$ cat src/rtl/prod_gen.sv
// prod_gen: LFSR-driven stimulus source emitting non-decreasing runs of
// RUN_LEN valid samples, each run restarting from a small value.
module prod_gen #(
  parameter logic [15:0] SEED       = 16'hACE1,
  parameter logic [3:0]  VAL_THRESH = 4'd5,
  parameter int unsigned RUN_LEN    = 8
) (
  input  logic       clk,
  input  logic       rst_b,
  output logic       val,
  output logic [7:0] data
);

  // An all-zero seed would lock the LFSR, so it is replaced by 1.
  localparam logic [15:0] SEED_EFF = (SEED == 16'h0000) ? 16'h0001 : SEED;
  localparam logic [7:0]  RUN_LAST = 8'(RUN_LEN - 1);
  localparam logic [15:0] TAPS     = 16'hB400;

  logic [15:0] lfsr_q, lfsr_d;
  logic [7:0]  data_q, data_d;
  logic        val_q, val_d;
  logic [7:0]  run_cnt_q, run_cnt_d;
  logic        smp;
  logic [8:0]  sum;

  // Next-state: LFSR step, sample strobe, run accumulation or restart.
  always_comb begin
    smp       = ({1'b0, lfsr_q[2:0]} < VAL_THRESH);
    lfsr_d    = {1'b0, lfsr_q[15:1]} ^ (lfsr_q[0] ? TAPS : '0);
    val_d     = smp;
    data_d    = data_q;
    run_cnt_d = run_cnt_q;
    sum       = {1'b0, data_q} + {5'b0, lfsr_q[7:4]};
    if (smp) begin
      if (run_cnt_q == RUN_LAST) begin
        data_d    = {4'b0000, lfsr_q[15:12]};
        run_cnt_d = '0;
      end else begin
        data_d    = sum[8] ? '1 : sum[7:0];
        run_cnt_d = run_cnt_q + 8'd1;
      end
    end
  end

  // State registers with synchronous active-high reset.
  always_ff @(posedge clk) begin
    if (rst_b) begin
      lfsr_q    <= SEED_EFF;
      data_q    <= '0;
      val_q     <= 1'b0;
      run_cnt_q <= '0;
    end else begin
      lfsr_q    <= lfsr_d;
      data_q    <= data_d;
      val_q     <= val_d;
      run_cnt_q <= run_cnt_d;
    end
  end

  assign val  = val_q;
  assign data = data_q;

endmodule

$ cat config.mk
export PLATFORM = sky130hd
export DESIGN_NAME = prod_gen
export DESIGN_NICKNAME = d
export VERILOG_FILES = /design/src/rtl/prod_gen.sv
export SDC_FILE = /design/constraint.sdc
export NUM_CORES = 1
export LEC_CHECK = 0
export CORE_AREA = 2 2 53 55
export DETAILED_ROUTE_END_ITERATION = 6
export DIE_AREA = 0 0 55 57
export PLACE_DENSITY = 0.76
export SLEW_MARGIN = 20
export SYNTH_ARGS = -nofsm -noshare
export SYNTH_HDL_FRONTEND = slang
export SYNTH_SLANG_ARGS = --single-unit
$ cat constraint.sdc
create_clock -name clk -period 2.2 [get_ports clk]
set_input_delay 0.44 -clock clk [delete_from_list [all_inputs] [get_ports clk]]
set_output_delay 0.44 -clock clk [all_outputs]
set_load 0.05 [all_outputs]
==> results of run 1 <==
-- stage by stage --
stage                     hold slack [ns]  setup slack (ns)  cells
after global placement              0.388             0.319    184
final                               0.432             0.144    192
after CTS                           0.447             0.154    192
after floorplan                     0.383             0.123    145
after detailed placement            0.424             0.237    184
after global routing                0.469            0.0302    192
-- state kept, by name, summed over array words and instances, names as in the netlist --
| signal | count |
|---|---|
| data | 8 |
| lfsr_q | 16 |
| run_cnt_q | 8 |
| val | 1 |
-- Yosys cell counts --
| library cell | instances |
|---|---|
| a21o_1 | 3 |
| nor2_1 | 16 |
| a221oi_1 | 1 |
| and2_1 | 2 |
| or3_4 | 1 |
| or2_2 | 1 |
| a21o_2 | 1 |
| nand2_2 | 1 |
| a31oi_1 | 2 |
| ha_1 | 5 |
| clkbuf_1 | 3 |
| inv_1 | 1 |
| dfxtp_1 | 33 |
| a21oi_1 | 3 |
| or4_4 | 1 |
| nor4b_2 | 1 |
| a211oi_2 | 1 |
| xnor2_1 | 8 |
| nand2_1 | 7 |
| o21a_1 | 1 |
| o21ai_1 | 8 |
| nand4_1 | 2 |
| and3_1 | 1 |
| o21bai_1 | 2 |
| a211oi_1 | 5 |
| fa_1 | 1 |
| nand2b_1 | 2 |
| nand3_1 | 3 |
| o21ai_0 | 1 |
| nor3_1 | 7 |
| xor2_1 | 3 |
| nor2b_1 | 8 |
| nor3_4 | 1 |
| or2_1 | 5 |
| buf_2 | 2 |
| a31o_1 | 1 |
| nor3_2 | 1 |
-- where the power goes --
part / total, mW / switching (mW) / internal (mW)
Combinational: 0.473 / 0.283 / 0.190
Clock: 0.481 / 0.211 / 0.270
Sequential: 0.716 / 0.0576 / 0.659
-- per-layer routing --
metal	up-vias	share of wire	GRT usage
met2	17	0.47	0.308
met4	0	0.020	0.0836
met1	496	0.47	0.236
li1	531	-	-
met5	-	0	0
met3	6	0.038	0.0707
-- area by class of cell --
class,instances,share of cell area
Clock inverter,2,0.0231
Sequential cell,33,0.406
Inverter,1,0.00231
Tap cell,31,0.0239
Timing Repair Buffer,13,0.0754
Clock buffer,6,0.0316
Multi-Input combinational cell,106,0.437
-- path summary, 6_finish.rpt --
path	startpoint	to	cells after the start
worst max-delay path	data[4]$_SDFFE_PP0P_	data[4]	1
worst min-delay path	lfsr_q[8]$_SDFF_PP0_	lfsr_q[7]$_SDFF_PP1_	1
worst max register to register	data[0]$_SDFFE_PP0P_	data[6]$_SDFFE_PP0P_	6
worst min register to register	lfsr_q[8]$_SDFF_PP0_	lfsr_q[7]$_SDFF_PP1_	1
-- layout by cell type (no fill, tap or decap), types with 3 or more instances in the layout --
cell type        netlist  layout
ha_1                   5       5
nand2_1                7       7
a21o_1                 3       3
nand3_1                3       3
xor2_1                 3       3
or2_1                  5       5
a211oi_1               5       5
nor2_1                16      16
dfxtp_1               33      33
a21oi_1                3       3
nor2b_1                8       8
clkdlybuf4s50_1        0      10
xnor2_1                8       8
clkbuf_4               0       5
o21ai_1                8       8
nor3_1                 7       7
buf_4                  0       3
-- cells by family after synthesis --
| kind of cell | after synthesis | synth area share |
|---|---|---|
| adders and majority gates | 6 | 0.0591 |
| and+or+nand+nor | 60 | 0.242 |
| AOI/OAI and AO/OA | 29 | 0.139 |
| xor gates and xnor gates | 11 | 0.0690 |
| DFF | 33 | 0.473 |
| buffers and inverters | 6 | 0.0179 |
==> results.yml, run 1 <==
final_layout:
  regArea_um2: 661
  area_growth_pct: 16.4
  layout-drive-gt1-share: 0.124
  post-route-util: 0.622
  nets: 168
  fill_cells: 221
  multi_input_area_um2: 711
  antennaDiodeCount: 0
  final_area_um2: 1630
timing:
  finalCritPeriodShare: 0.935
  slew_headroom: 0.588
  rsz0062_at_grt: "no"
  max_freq_ghz: 0.486
  report.final.slew_viol_count: 0
  setup_viol: 0
  tightest_slew_ns: 0.613
  finalHoldViolCount: 0
  fin_setup_tns_ns: 0
  skew_ns: 0.0171
  period_minus_slack_ns: 2.06
setup_path:
  crit_required_ns: 1.76
  arrival_ns: 1.62
  crit_type: "reg2out"
  crit_path_end_kind: "output pin"
  r2r_slack_ns: 0.17
  path_cells: "clkdlybuf4s50_1"
  critical_path.startpoint_type: "register"
  critPathTopFamily: "buffers and inverters"
  cpPeakStageDelay_ns: 0.84
  cp_num_buf_inv: 1
  slowest_stage: "clkdlybuf4s50_1"
  worstPathMaxFanout: 6
floorplanning:
  die_h_um: 57
  io_pins: 11
  num_rows: 19
  die_w_um: 55
  start_util: 0.534
  core_area_um2: 2620
  die_area_um2: 3140
clock_tree:
  clk_latency_ns: 0.34
  clock_path_buffers: 2
  cts_made_buffers: 5
  post_cts_buffers: 0
  cts_tree: "yes"
  cts.htree.levels: 2
  post_cts_resized: 0
  cts_hold_buf: 0
  clock_sinks: 33
  cts.reportedPaths.clkPinSlew_ns: 0.11
  cts-root-buf: "clkbuf_4"
route:
  ant_nets: 0
  drc: 0
  drtPass1Iterations: 4
  first_iter_violations: 22
  routed_wl_um: 2570
  post_drt_wl_per_cell_um: 13.4
  vias: 1050
  drt-vias-per-instance: 5.47
logic_synthesis:
  synth.ff_latch_count: 33
  synth.yosys.seq_area_share: 0.473
  netlist.area_leader.share: 0.473
  netlist_area_um2: 1400
  syn_area_per_cell_um2: 9.63
  synth.distinct_cells: 37
  ys_warn_count: 0
  yosys.area.top_type: "dfxtp_1"
  syn_inst: 145
  synth_area_leaders: "dfxtp_1, xnor2_1, ha_1"
  synthesis.nets: 153
placement:
  place_congestion: 0.799
  placed_area_um2: 1540
  dpl.hpwl_um: 1850
  portBuffers: 10
hold_path:
  hold_path_class: "reg2reg"
grt:
  grt_pass1_wl_um: 4350
  grt_antenna_before_repair: 0
  grt_max_degree: 14
  grt_pass1_vias: 993
  overflow: 0
  track_usage: 0.195
power_and_ir_drop:
  power_mw: 1.67
  ir_drop_v: 0.000710
  p_leak_nw: 0.617
  powerDensity_nw_per_um2: 1030
run:
  cap_violations: 0
run_status:
  outcome: "finished clean"
Note: power is estimated with default switching activity, not from simulation.
==> run 2: changes to the inputs <==
--- a/config.mk
+++ b/config.mk
@@ -5,10 +5,11 @@
 export SDC_FILE = /design/constraint.sdc
 export NUM_CORES = 1
 export LEC_CHECK = 0
-export CORE_AREA = 2 2 53 55
+export CORE_AREA = 2 2 52 54
 export DETAILED_ROUTE_END_ITERATION = 6
-export DIE_AREA = 0 0 55 57
-export PLACE_DENSITY = 0.76
+export DIE_AREA = 0 0 54 56
+export GPL_TIMING_DRIVEN = 0
+export PLACE_DENSITY = 0.78
 export SLEW_MARGIN = 20
 export SYNTH_ARGS = -nofsm -noshare
 export SYNTH_HDL_FRONTEND = slang
==> constraint.sdc (replaced) <==
create_clock -name clk -period 2.4 [get_ports clk]
set_input_delay 0.48 -clock clk [delete_from_list [all_inputs] [get_ports clk]]
set_output_delay 0.48 -clock clk [all_outputs]
set_load 0.05 [all_outputs]
==> run 2 against run 1 <==
Net effect:
- first-iteration DRC count shrank 36%
- total power fell by 16%
- combinational power is 8.2% lower
- design area is 2.2% lower
- utilization grew 3.2 points
- largest cell class unchanged
- worst setup slack improved by 0.18 ns
- routed wire length shrank 1.5%
- count of clock-buffer cells in the layout increased by 1
- worst hold slack worse by 0.020 ns
- highest routed layer unchanged
- critical path depth did not move
- cell count unchanged
- non-clock buffer count rose by 2
==> results.yml, run 2 (synthesized netlist as in run 1, its figures left out) <==
run_status:
  outcome: "finished clean"
floorplanning:
  die_w_um: 54
  core_area_um2: 2430
  start_util: 0.574
  io_pins: 11
  die_area_um2: 3020
  num_rows: 18
  die_h_um: 56
grt:
  grt_pass1_vias: 974
  overflow: 0
  met3_usage: 0.0753
  grt_pass1_wl_um: 4220
  grtUsageMet2: 0.294
  grt_antenna_before_repair: 0
  busiest_layer: "met2"
  grt_max_degree: 11
  track_usage: 0.192
  met1_usage: 0.224
setup_path:
  r2r_cells: 6
  path_cells: "clkdlybuf4s50_1"
  crit_path_end_kind: "output pin"
  crit_type: "reg2out"
  crit_required_ns: 1.92
  critical_path.startpoint_type: "register"
  arrival_ns: 1.59
  critical_path_depth: 1
  worstPathMaxFanout: 4
  critPathTopFamily: "buffers and inverters"
  cp_num_buf_inv: 1
  cpPeakStageDelay_ns: 0.84
  slowest_stage: "clkdlybuf4s50_1"
timing:
  slew_headroom: 0.584
  rsz0062_at_grt: "no"
  max_freq_ghz: 0.483
  finalCritPeriodShare: 0.863
  fin_setup_tns_ns: 0
  finalHoldViolCount: 0
  tightest_slew_ns: 0.619
  skew_ns: 0.0103
  report.final.slew_viol_count: 0
  period_minus_slack_ns: 2.07
  setup_viol: 0
clock_tree:
  post_cts_buffers: 0
  cts.htree.levels: 2
  cts_hold_buf: 0
  cts_tree: "yes"
  clock_sinks: 33
  cts-root-buf: "clkbuf_4"
  cts_made_buffers: 5
  post_cts_resized: 0
  clock_path_buffers: 2
  clk_latency_ns: 0.33
  cts.reportedPaths.clkPinSlew_ns: 0.09
route:
  drtPass1Iterations: 4
  post_drt_wl_per_cell_um: 13.2
  routed_wl_um: 2530
  drt-vias-per-instance: 5.45
  vias: 1046
  drc: 0
  ant_nets: 0
  first_iter_violations: 14
power_and_ir_drop:
  powerDensity_nw_per_um2: 880
  power_mw: 1.40
  power.switching_mw: 0.482
  clkPwrFrac: 0.223
  power_frac_seq: 0.467
  ir_drop_v: 0.000605
  swShare: 0.345
  power.internal_mw: 0.916
  combPwrFrac: 0.310
  p_leak_nw: 0.602
final_layout:
  largest_reg_flops: 16
  area_growth_pct: 13.8
  final_cell_mix: "dfxtp_1, nor2_1, clkdlybuf4s50_1"
  final_common_cell: "dfxtp_1"
  antennaDiodeCount: 0
  nets: 170
  layout-drive-gt1-share: 0.105
  fill_cells: 202
  multi_input_area_um2: 711
  regArea_um2: 661
  largest-register: "lfsr_q"
hold_path:
  hold_path_class: "reg2reg"
  min_path_cells: 1
placement:
  portBuffers: 10
  place_congestion: 0.776
  dpl.hpwl_um: 1880
run:
  cap_violations: 0
run 2: cell count changes in the layout (fill, tap and decap cells not counted), sizes merged:
cell      previous run  this run
buf                  3         2
clkbuf               6        10
clkinvlp             1         0
bufinv               1         0
run 2: per-stage QoR:
step | utilization | area [um^2] | hold slack, ns | worst slack (ns) | instances
after global placement | 0.631 | 1530 | 0.388 | 0.449 | 185
final | 0.653 | 1590 | 0.412 | 0.329 | 192
after detailed placement | 0.631 | 1530 | 0.393 | 0.364 | 185
after floorplan | - | 1400 | 0.383 | 0.323 | 145
after CTS | 0.653 | 1590 | 0.415 | 0.298 | 192
after global routing | 0.653 | 1590 | 0.450 | 0.260 | 192
run 2: cell type report:
class                      count  share of cell area
tap                           30              0.0236
inverter                       1             0.00236
clock buffer                   7              0.0346
sequential                    33               0.416
multi-input combinational    106               0.447
timing repair buffer          10              0.0630
buffer                         5              0.0134
run 2: final timing paths:
path / startpoint / to / slack (ns)
hold / removal: lfsr_q[8]$_SDFF_PP0_ / lfsr_q[7]$_SDFF_PP1_ / 0.41
hold reg to reg: lfsr_q[8]$_SDFF_PP0_ / lfsr_q[7]$_SDFF_PP1_ / 0.41
setup reg to reg: data[0]$_SDFFE_PP0P_ / data[6]$_SDFFE_PP0P_ / 0.34
setup / recovery: data[1]$_SDFFE_PP0P_ / data[1] / 0.33
run 2: metal layers:
metal,share of wire,vias up
met2,0.45,20
li1,-,534
met5,0,-
met4,0.023,0
met1,0.48,486
met3,0.046,6
run 2: worst register-to-register path: cells and delay by family (launching register included):
kind | cells | cell delay, ns
AO/OA/AOI/OAI | 3 | 0.81
adder cells (fa/ha/maj) | 2 | 0.68
flip-flops | 1 | 0.34
AND/OR/NAND/NOR | 1 | 0.16
run 2: power groups by stage:
stage | clock, mW | sequential [mW] | combinational [mW]
global placement | 0 | 0.661 | 0.420
finish | 0.311 | 0.653 | 0.434
global route | 0.339 | 0.662 | 0.467
floorplan | 0 | 0.767 | 0.215
detailed placement | 0 | 0.666 | 0.431
CTS | 0.323 | 0.653 | 0.434
==> run 3: changes to the inputs <==
--- a/config.mk
+++ b/config.mk
@@ -6,6 +6,7 @@
 export NUM_CORES = 1
 export LEC_CHECK = 0
 export CORE_AREA = 2 2 52 54
+export CTS_CLUSTER_SIZE = 14
 export DETAILED_ROUTE_END_ITERATION = 6
 export DIE_AREA = 0 0 54 56
 export GPL_TIMING_DRIVEN = 0
==> results of run 3 <==
No change in the layout: final DEF, timing and power equal those of run 2.
